**config.mk**
```make
export PLATFORM = sky130hd
export DESIGN_NAME = uart_tx_arb
export DESIGN_NICKNAME = d
export VERILOG_FILES = /design/src/rtl/uart_arb_pkg.sv /design/src/rtl/uart_rr_pick.sv /design/src/rtl/uart_tx_arb.sv
export SDC_FILE = /design/constraint.sdc
export NUM_CORES = 1
export LEC_CHECK = 0
export ABC_AREA = 1
export BUFFER_PORTS_ARGS = -buffer_cell sky130_fd_sc_hd__clkbuf_2
export CAP_MARGIN = 20
export CORE_MARGIN = 2
export CORE_UTILIZATION = 35
export CTS_BUF_LIST = sky130_fd_sc_hd__clkbuf_8 sky130_fd_sc_hd__clkbuf_16
export DETAILED_ROUTE_END_ITERATION = 6
export PLACE_DENSITY = 0.52
export SLEW_MARGIN = 15
export SYNTH_ARGS = -nofsm -noshare
export SYNTH_HDL_FRONTEND = slang
export SYNTH_HIERARCHICAL = 1
export SYNTH_SLANG_ARGS = --single-unit
```
**constraint.sdc**
```tcl
create_clock -name clk -period 3.3 [get_ports clk]
set_input_delay 0.165 -clock clk [delete_from_list [all_inputs] [get_ports clk]]
set_output_delay 0.165 -clock clk [all_outputs]
set_load 0.01 [all_outputs]
```
**src/rtl/uart_arb_pkg.sv**
```systemverilog
// rtl/uart_arb_pkg.sv - shared types, defaults and helpers for the UART TX arbiter
// Contents:
//   arb_state_t      arbiter FSM state encoding
//   DEF_MAX_LEN      default bytes per grant before forced release
//   DEF_TIMEOUT_CYC  default watchdog limit in clocks
//   cnt_width()      bit width needed to hold values 0..n-1 (minimum 1)
package uart_arb_pkg;

  typedef enum logic [1:0] {
    ST_IDLE    = 2'b00,
    ST_SEND    = 2'b01,
    ST_WAIT    = 2'b10,
    ST_RELEASE = 2'b11
  } arb_state_t;

  localparam int DEF_MAX_LEN     = 16;
  localparam int DEF_TIMEOUT_CYC = 20000;

  function automatic int cnt_width(input int n);
    return (n <= 2) ? 1 : $clog2(n);
  endfunction

endpackage

```
**src/rtl/uart_rr_pick.sv**
```systemverilog
// rtl/uart_rr_pick.sv - combinational round-robin picker
// Ports:
//   i_req    request vector, one bit per requester
//   i_ptr    index of the previous winner; search starts at i_ptr+1
//   o_grant  one-hot winner, zero when no request
//   o_idx    index of the winner
//   o_any    at least one request is present
module uart_rr_pick
  import uart_arb_pkg::*;
#(
  parameter int NUM_REQ = 4,
  parameter int IDX_W   = cnt_width(NUM_REQ)
) (
  input  logic [NUM_REQ-1:0] i_req,
  input  logic [IDX_W-1:0]   i_ptr,
  output logic [NUM_REQ-1:0] o_grant,
  output logic [IDX_W-1:0]   o_idx,
  output logic               o_any
);

  logic [IDX_W-1:0] w_k;

  // Walk ptr+1, ptr+2, ... ptr+NUM_REQ (mod NUM_REQ); the first hit wins,
  // so the previous owner is considered last.
  always_comb begin
    o_grant = '0;
    o_idx   = '0;
    o_any   = 1'b0;
    w_k     = '0;
    for (int i = 1; i <= NUM_REQ; i++) begin
      w_k = IDX_W'((int'(i_ptr) + i) % NUM_REQ);
      if (!o_any && i_req[w_k]) begin
        o_any        = 1'b1;
        o_idx        = w_k;
        o_grant[w_k] = 1'b1;
      end
    end
  end

endmodule

```
**src/rtl/uart_tx_arb.sv**
```systemverilog
// rtl/uart_tx_arb.sv - round-robin arbiter sharing one uart_tx among byte-stream requesters
// Ports:
//   clk        system clock, rising edge
//   reset      asynchronous active-low reset
//   i_req      per-requester byte valid, held until acked
//   i_byte     requester k's byte on [8k+7:8k]
//   i_last     per-requester last-byte-of-frame flag
//   o_ack      one-cycle pulse, byte accepted
//   o_grant    one-hot transmitter owner, zero when idle
//   o_tx_dv    one-cycle start pulse to uart_tx
//   o_tx_byte  byte to uart_tx
//   i_tx_done  byte-complete pulse from uart_tx
//   o_busy     arbiter not idle
//   o_err      one-cycle pulse on watchdog abort
module uart_tx_arb
  import uart_arb_pkg::*;
#(
  parameter int NUM_REQ     = 4,
  parameter int MAX_LEN     = DEF_MAX_LEN,
  parameter int TIMEOUT_CYC = DEF_TIMEOUT_CYC
) (
  input  logic                   clk,
  input  logic                   reset,
  input  logic [NUM_REQ-1:0]     i_req,
  input  logic [8*NUM_REQ-1:0]   i_byte,
  input  logic [NUM_REQ-1:0]     i_last,
  output logic [NUM_REQ-1:0]     o_ack,
  output logic [NUM_REQ-1:0]     o_grant,
  output logic                   o_tx_dv,
  output logic [7:0]             o_tx_byte,
  input  logic                   i_tx_done,
  output logic                   o_busy,
  output logic                   o_err
);

  localparam int               IDX_W     = cnt_width(NUM_REQ);
  localparam int               WD_W      = cnt_width(TIMEOUT_CYC);
  localparam logic [WD_W-1:0]  WD_LIMIT  = WD_W'(TIMEOUT_CYC - 1);
  localparam logic [WD_W-1:0]  WD_MAX    = '1;
  localparam logic [7:0]       LEN_LIMIT = 8'(MAX_LEN);

  arb_state_t          r_state;
  logic [IDX_W-1:0]    r_ptr;
  logic [IDX_W-1:0]    r_gidx;
  logic [NUM_REQ-1:0]  r_grant;
  logic [NUM_REQ-1:0]  r_ack;
  logic                r_tx_dv;
  logic [7:0]          r_tx_byte;
  logic                r_last;
  logic [7:0]          r_cnt;
  logic [WD_W-1:0]     r_wd;
  logic                r_err;
  logic                r_busy;

  logic [NUM_REQ-1:0]  w_pick_grant;
  logic [IDX_W-1:0]    w_pick_idx;
  logic                w_pick_any;
  logic                w_g_req;
  logic                w_g_last;
  logic [7:0]          w_g_byte;

  uart_rr_pick #(
    .NUM_REQ (NUM_REQ),
    .IDX_W   (IDX_W)
  ) u_pick (
    .i_req   (i_req),
    .i_ptr   (r_ptr),
    .o_grant (w_pick_grant),
    .o_idx   (w_pick_idx),
    .o_any   (w_pick_any)
  );

  // Signals of the requester that currently holds the grant.
  assign w_g_req  = i_req[r_gidx];
  assign w_g_last = i_last[r_gidx];
  assign w_g_byte = i_byte[{r_gidx, 3'b000} +: 8];

  always_ff @(posedge clk or negedge reset) begin
    if (!reset) begin
      r_state   <= ST_IDLE;
      r_ptr     <= IDX_W'(NUM_REQ - 1);
      r_gidx    <= '0;
      r_grant   <= '0;
      r_ack     <= '0;
      r_tx_dv   <= 1'b0;
      r_tx_byte <= '0;
      r_last    <= 1'b0;
      r_cnt     <= '0;
      r_wd      <= '0;
      r_err     <= 1'b0;
      r_busy    <= 1'b0;
    end else begin
      // Pulse outputs drop back to zero unless a state sets them this cycle.
      r_ack   <= '0;
      r_tx_dv <= 1'b0;
      r_err   <= 1'b0;

      case (r_state)
        ST_IDLE: begin
          if (w_pick_any) begin
            r_grant <= w_pick_grant;
            r_gidx  <= w_pick_idx;
            r_cnt   <= '0;
            r_busy  <= 1'b1;
            r_state <= ST_SEND;
          end
        end

        ST_SEND: begin
          if (w_g_req) begin
            r_tx_byte <= w_g_byte;
            r_tx_dv   <= 1'b1;
            r_ack     <= r_grant;
            r_last    <= w_g_last;
            r_cnt     <= r_cnt + 8'd1;
            r_wd      <= '0;
            r_state   <= ST_WAIT;
          end else begin
            // Owner withdrew mid-frame: give the transmitter up without sending.
            r_state <= ST_RELEASE;
          end
        end

        ST_WAIT: begin
          if (r_wd != WD_MAX) begin
            r_wd <= r_wd + 1'b1;
          end
          // Done is checked first so a coincident timeout is not an error.
          if (i_tx_done) begin
            if (r_last || (r_cnt == LEN_LIMIT)) begin
              r_state <= ST_RELEASE;
            end else begin
              r_state <= ST_SEND;
            end
          end else if (r_wd == WD_LIMIT) begin
            r_err   <= 1'b1;
            r_state <= ST_RELEASE;
          end
        end

        ST_RELEASE: begin
          r_grant <= '0;
          r_ptr   <= r_gidx;
          r_busy  <= 1'b0;
          r_state <= ST_IDLE;
        end

        default: begin
          r_state <= ST_IDLE;
        end
      endcase
    end
  end

  assign o_ack     = r_ack;
  assign o_grant   = r_grant;
  assign o_tx_dv   = r_tx_dv;
  assign o_tx_byte = r_tx_byte;
  assign o_busy    = r_busy;
  assign o_err     = r_err;

endmodule

```
==> results.md, run 1 <==
• Vias: 3165
• total of max-cap violations: 0
• HPWL reported at the end of detailed placement: 6170 um
• sequential area share after synthesis: 36.9%
• maximum clock skew at final layout: 0.00631 ns
• hold_ws: 0.0627 ns
• top cell type's share of synthesized area: 35.3%
• register-to-register setup slack: 0.53 ns
• overflow left after global routing: 0
• count of buffers from port buffering: 61
• static leakage: 0.00198 uW
• pin count of the biggest net entering global routing: 39
• Die Width: 102 um
• summed area of non-filler cells in the final layout: 3870 um2
• Cell Chain, Critical Path: inv_8, ha_1, inv_2, nand3_4, nand2_4, nor2_4, nand4_1, nand2_2, nand2_2, inv_2, nand2_1, nand2_1
• Pre-antenna DRT Iters: 4
• RSZ-0062 raised after global routing: false
• largest delay contributor family on the critical path: simple AND/OR/NAND/NOR gates
• WL/cell: 12.4 um
• maximum single-stage delay on the critical path: 0.74 ns
• net switching component of the power: 1610 uW
• number of unique standard cell types used by synthesis: 35
• critical path endpoint: r_cnt[5]$_DFFE_PN0P_
• Bufs and invs on worst path: 3
• final-report setup violation count: 0
• class of the most critical hold timing path: in -> reg
• FF-to-FF Start: r_ptr[0]$_DFFE_PN1P_
• Slowest cell on crit path: dfstp_2
• via count of the first global-routing pass: 3065
• crit path kind: reg -> reg
• count of cells along the worst register-to-register path: 12
• VDD IR max: 0.328 mV
• startpoint type of the worst setup path: register
• number of warning messages in the yosys log: 6
• CP Capture Type: register
• Filler Cells Inserted: 994
• WP data required: 3.55 ns
• measured slew at the worst slew-check pin: 0.586 ns
• fraction of power consumed by the clock network: 15.9%
• net count of the mapped netlist: 523
• Global Route Usage Sum: 16.9%
• ratio of final minimum period to clock period: 83.8%
• final weighted congestion in routability-driven placement: 0.881
• worst slew margin relative to its limit: 60.9%
• Final nets: 581
• power density of the placed cells: 852 nW/um2
• Cell Area, Synth: 3330 um2
• CTS Buf Count: 5
• TritonCTS clock tree: done
• number of hold violations in the final report: 0
• number of buffers between clock root and the deepest sink: 2
• number of DRC markers after the initial detailed-route iteration: 155
• # DRC: 0
• Int Pwr: 1690 uW
• share of power burned in registers: 32.2%
• switching share of power: 48.7%
• Ports: 62
• placed standard-cell area: 3700 um2
• H-tree lvl count: 2
• number of pins with negative max-slew slack in the final report: 0
• outcome: complete, no violations
• Post-CTS Resized: 0
• syn_area_per_cell: 7.10 um2
• combinational group share of total power: 51.9%
• r2r endpoint: r_cnt[5]$_DFFE_PN0P_
• Sinks on Clock Net: 49
• total die area: 10300 um2
• maximum fanout encountered on the critical timing path: 13
• library cell with the largest summed area after synthesis: dfrtp_1
• Area growth syn-to-layout: 16.1%
• #FFs+latches synth: 49
• total negative setup slack: 0 ns
• minimum clock period: 2.77 ns
• post-synthesis instance total: 469
• count of antenna-violating nets left after detailed routing: 0
• latest clock arrival within the worst-skew pair: 0.30 ns
• initial core utilization: 36.1%
• Worst EP arrival: 3.02 ns
• worst setup path startpoint: r_ptr[0]$_DFFE_PN1P_
• clk slew on worst S/H paths: 0.10 ns
• Die Span Y: 102 um
• post-DR vias/cell: 4.82
• Cell Rows: 35
• layout cell share with drive strength beyond 1: 20.6%
• clock root buffer: clkbuf_8
• antenna fix cells: 0
• Max Clk Rate: 361 MHz
• antenna violations before repair: 0
• total detailed-routing wirelength: 8120 um
• wire length of the first global-routing pass: 14100 um
• most area-consuming cells after synthesis: dfrtp_1 35%, nand2_1 16%, nand3_1 8.1%
• floorplan core area: 9240 um2
• critical path depth: 12
-- synthesized netlist by cell type, drive strengths merged --
| cell | n |
|---|---|
| nor3b | 1 |
| a21boi | 4 |
| a21oi | 11 |
| nand4 | 10 |
| xnor2 | 1 |
| o211ai | 1 |
| inv | 40 |
| xor2 | 3 |
| dfrtp | 47 |
| or2 | 2 |
| nand3b | 1 |
| nand2 | 158 |
| clkbuf | 4 |
| nor3 | 3 |
| clkinv | 1 |
| o21bai | 2 |
| nand3 | 61 |
| nor2 | 61 |
| dfstp | 2 |
| o22ai | 9 |
| o21ai | 26 |
| ha | 11 |
| buf | 10 |
-- per-stage QoR --
stage	total power [uW]	util, %	cells	setup slack (ns)
3_5_place_dp	2780	40.0	647	0.555
6_report	3300	41.9	657	0.534
4_1_cts	3320	41.5	655	0.531
5_1_grt	3630	41.9	657	0.256
2_1_floorplan	2410	-	469	0.916
3_3_place_gp	2770	40.0	647	0.631
-- layout make-up --
type | count | area (um2) | area share (%)
Clock inverter | 3 | 68.8 | 1.78
Multi-Input combinational cell | 365 | 1830 | 47.2
Inverter | 41 | 163 | 4.21
Timing Repair Buffer | 65 | 350 | 9.06
Tap cell | 129 | 161 | 4.17
Sequential cell | 49 | 1230 | 31.8
Clock buffer | 5 | 68.8 | 1.78
-- per-layer routing --
layer	share of wire (%)	wire length (um)	vias up	global-route usage (%)
met2	45	3680	99	28.5
met1	47	3860	1427	21.9
li1	-	-	1632	-
met5	0	0	-	0
met3	6.0	485	7	3.52
met4	1.3	107	0	4.47
-- placed cells by master, fill, tap and decap left out, drive strengths merged --
| master | synthesis | routed |
|---|---|---|
| a21boi | 4 | 4 |
| o21bai | 2 | 2 |
| nor2 | 61 | 61 |
| nand2 | 158 | 158 |
| dlygate4sd3 | 0 | 1 |
| buf | 10 | 3 |
| inv | 40 | 41 |
| xor2 | 3 | 3 |
| nor3 | 3 | 3 |
| o21ai | 26 | 26 |
| clkbuf | 4 | 66 |
| bufinv | 0 | 2 |
| nand4 | 10 | 10 |
| or2 | 2 | 2 |
| dfrtp | 47 | 47 |
| nand3b | 1 | 1 |
| o211ai | 1 | 1 |
| ha | 11 | 11 |
| o22ai | 9 | 9 |
| clkinv | 1 | 1 |
| xnor2 | 1 | 1 |
| nand3 | 61 | 61 |
| a21oi | 11 | 11 |
| dfstp | 2 | 2 |
| nor3b | 1 | 1 |
-- repair_timing --
item,4_1_cts,5_1_grt
hold buffers,0,1
setup buffers,0,0
endpoints found under the hold margin,0,7
-- state kept, by name, summed over array words and instances (netlist names) --
signal / flops
r_cnt: 8
o_err: 1
o_busy: 1
o_tx_byte: 8
r_ptr: 2
o_grant: 4
r_last: 1
o_tx_dv: 1
r_wd: 15
r_gidx: 2
o_ack: 4
r_state: 2
-- worst min path at each step --
stage                     slack [ns]  cells past startpoint            endpoint  startpoint
after detailed placement        0.39                      1  o_ack[0]$_DFF_PN0_       reset
after global routing            0.07                      2     o_err$_DFF_PN0_   i_tx_done
final                           0.06                      2     o_err$_DFF_PN0_   i_tx_done
after CTS                       0.04                      1  o_ack[0]$_DFF_PN0_       reset
after global placement          0.37                      1  o_ack[0]$_DFF_PN0_       reset
after floorplan                -0.13                      0  o_ack[0]$_DFF_PN0_       reset
-- power by group through the flow --
stage | sequential, uW | combinational, uW | clock [uW]
after floorplan | 993 | 1420 | 0
after global placement | 1070 | 1700 | 0
after detailed placement | 1070 | 1720 | 0
after CTS | 1060 | 1720 | 538
after global routing | 1100 | 1960 | 563
final | 1060 | 1710 | 525
-- cells by family (layout without fill, tap and decap cells) --
| family | after synthesis | count (layout) | share of synthesized area [%] |
|---|---|---|---|
| fa+ha+maj | 11 | 11 | 4.13 |
| compound gates | 53 | 53 | 8.82 |
| buf+inv | 55 | 114 | 8.30 |
| simple gates | 297 | 297 | 40.8 |
| xor+xnor | 4 | 4 | 1.05 |
| flops | 49 | 49 | 36.9 |
Power figures use the tool's default switching activity.
==> run 2, diff against run 1 <==
==> constraint.sdc (replaced) <==
create_clock -name clk -period 2.85 [get_ports clk]
set_input_delay 0.1425 -clock clk [delete_from_list [all_inputs] [get_ports clk]]
set_output_delay 0.1425 -clock clk [all_outputs]
set_load 0.01 [all_outputs]
==> run 2 against run 1 <==
Effect of this change:
- first-iteration DRC count fell by 21%
- maximum frequency rose by 14%
- global-route usage rose by 0.075 points
- count of clock-buffer cells in the layout did not move
- sequential cell count did not move
- combinational power rose by 19%
- die area did not move
- register-to-register slack got worse by 0.12 ns
- wire length rose by 0.69%
- clock skew rose by 0.0042 ns
- clock power fell by 26%
==> results.md, run 2 (synthesis gave the netlist of run 1 again) <==
• Die Width: 102 um
• WP data required: 3.10 ns
• number of DRC markers after the initial detailed-route iteration: 123
• Post-CTS Resized: 0
• antenna violations before repair: 0
• number of instances on the worst hold path: 2
• switching share of power: 50.6%
• combinational group share of total power: 56.2%
• number of hold violations in the final report: 0
• fin util: 41.3%
• Die Span Y: 102 um
• Cell Rows: 35
• total die area: 10300 um2
• placed standard-cell area: 3720 um2
• maximum fanout encountered on the critical timing path: 13
• via count of the first global-routing pass: 3022
• H-tree lvl count: 2
• measured slew at the worst slew-check pin: 0.658 ns
• # DRC: 0
• total of max-cap violations: 0
• HPWL reported at the end of detailed placement: 6160 um
• TritonCTS clock tree: done
• FF-to-FF Start: r_ptr[0]$_DFFE_PN1P_
• Hold Startpoint: i_tx_done
• Ports: 62
• Worst EP arrival: 2.68 ns
• final weighted congestion in routability-driven placement: 0.852
• r2r endpoint: r_cnt[3]$_DFFE_PN0P_
• clock root buffer: clkbuf_8
• worst slew margin relative to its limit: 56.1%
• ratio of final minimum period to clock period: 85.3%
• max reg flops: 15
• final-report setup violation count: 0
• floorplan core area: 9240 um2
• non-filler cells, final: 659
• CTS Buf Count: 5
• outcome: complete, no violations
• summed area of non-filler cells in the final layout: 3810 um2
• count of buffers from port buffering: 61
• fraction of power consumed by the clock network: 10.7%
• Int Pwr: 1790 uW
• static leakage: 0.00196 uW
• post-DR vias/cell: 4.77
• register-to-register setup slack: 0.42 ns
• class of the most critical hold timing path: in -> reg
• antenna fix cells: 0
• net switching component of the power: 1840 uW
• Max Clk Rate: 411 MHz
• number of buffers between clock root and the deepest sink: 2
• clk slew on worst S/H paths: 0.09 ns
• total detailed-routing wirelength: 8180 um
• minimum clock period: 2.43 ns
• share of power burned in registers: 33.1%
• latest clock arrival within the worst-skew pair: 0.30 ns
• CP Capture Type: register
• total negative setup slack: 0 ns
• pin count of the biggest net entering global routing: 27
• crit path kind: reg -> reg
• maximum clock skew at final layout: 0.0105 ns
• Area growth syn-to-layout: 14.4%
• Global Route Usage Sum: 16.9%
• hold worst-path end: o_err$_DFF_PN0_
• count of antenna-violating nets left after detailed routing: 0
• startpoint type of the worst setup path: register
• wire length of the first global-routing pass: 14100 um
• Sinks on Clock Net: 49
• most frequent standard cell in the layout excluding fill and tap cells: nand2_1
• layout cell share with drive strength beyond 1: 20.4%
• power density of the placed cells: 952 nW/um2
• overflow left after global routing: 0
• number of pins with negative max-slew slack in the final report: 0
• count of cells along the worst register-to-register path: 11
• Vias: 3143
• Final nets: 583
• initial core utilization: 36.1%
• commonest cells after routing, fill and taps aside: 145 x nand2_1, 61 x clkbuf_2, 55 x nor2_1
• Cells after DPL: 650
• RSZ-0062 raised after global routing: false
• WL/cell: 12.4 um
• Top reg by flops: r_wd
• Pre-antenna DRT Iters: 4
• VDD IR max: 0.362 mV
[run 2: power groups by stage]
stage | Sequential [uW] | Combinational (uW) | Clock (uW)
after global placement | 1210 | 2040 | 0
final | 1200 | 2040 | 387
after CTS | 1200 | 2050 | 408
after global routing | 1240 | 2330 | 439
after detailed placement | 1210 | 2050 | 0
after floorplan | 1150 | 1640 | 0
[run 2: worst max-delay path by stage]
stage / start / to / slack, ns / cells past startpoint
after floorplan: r_ptr[0]$_DFFE_PN1P_ / r_cnt[5]$_DFFE_PN0P_ / 0.47 / 14
final: r_ptr[0]$_DFFE_PN1P_ / r_cnt[3]$_DFFE_PN0P_ / 0.42 / 11
after global placement: r_ptr[0]$_DFFE_PN1P_ / r_cnt[5]$_DFFE_PN0P_ / 0.49 / 11
after CTS: r_ptr[0]$_DFFE_PN1P_ / r_cnt[3]$_DFFE_PN0P_ / 0.41 / 11
after global routing: r_ptr[1]$_DFFE_PN1P_ / r_cnt[3]$_DFFE_PN0P_ / 0.26 / 12
after detailed placement: r_ptr[0]$_DFFE_PN1P_ / r_cnt[3]$_DFFE_PN0P_ / 0.44 / 11
[run 2: worst max-delay path: stages, from the launching register on]
cell,delay [ns]
dfstp_2,0.73
inv_8,0.10
ha_1,0.37
inv_2,0.13
nand3_1,0.10
nand2_2,0.16
nand4_1,0.16
nand2_2,0.18
nand2_2,0.16
inv_2,0.16
nand2_1,0.07
nand2_1,0.05
[run 2: layout make-up]
class | count | area, um2
timing repair buffer | 67 | 353
fill | 1001 | 5430
tap | 129 | 161
inverter | 41 | 163
clock buffer | 5 | 68.8
sequential | 49 | 1230
multi-input combinational | 365 | 1830
clock inverter | 3 | 11.3
[run 2: per-stage QoR]
step	worst slack (ns)	power, uW	hold WS, ns
finish	0.419	3630	0.0488
global route	0.260	4010	0.0293
CTS	0.411	3660	0.0503
detailed placement	0.435	3250	0.214
global placement	0.492	3250	0.204
floorplan	0.466	2790	-0.153
[run 2: timing repair]
item,in CTS,in global routing
endpoints found under the hold margin,25,0
hold buffers,1,0
setup endpoints to repair,0,0
setup buffers,0,0
[run 2: layer usage]
layer / GRT usage (%) / part of all wire, % / vias to the layer above / wire, um
met5: 0 / 0 / - / 0
met3: 3.86 / 5.4 / 7 / 441
met4: 4.37 / 1.3 / 0 / 104
met2: 28.4 / 44 / 79 / 3630
li1: - / - / 1635 / -
met1: 22.1 / 49 / 1422 / 4010
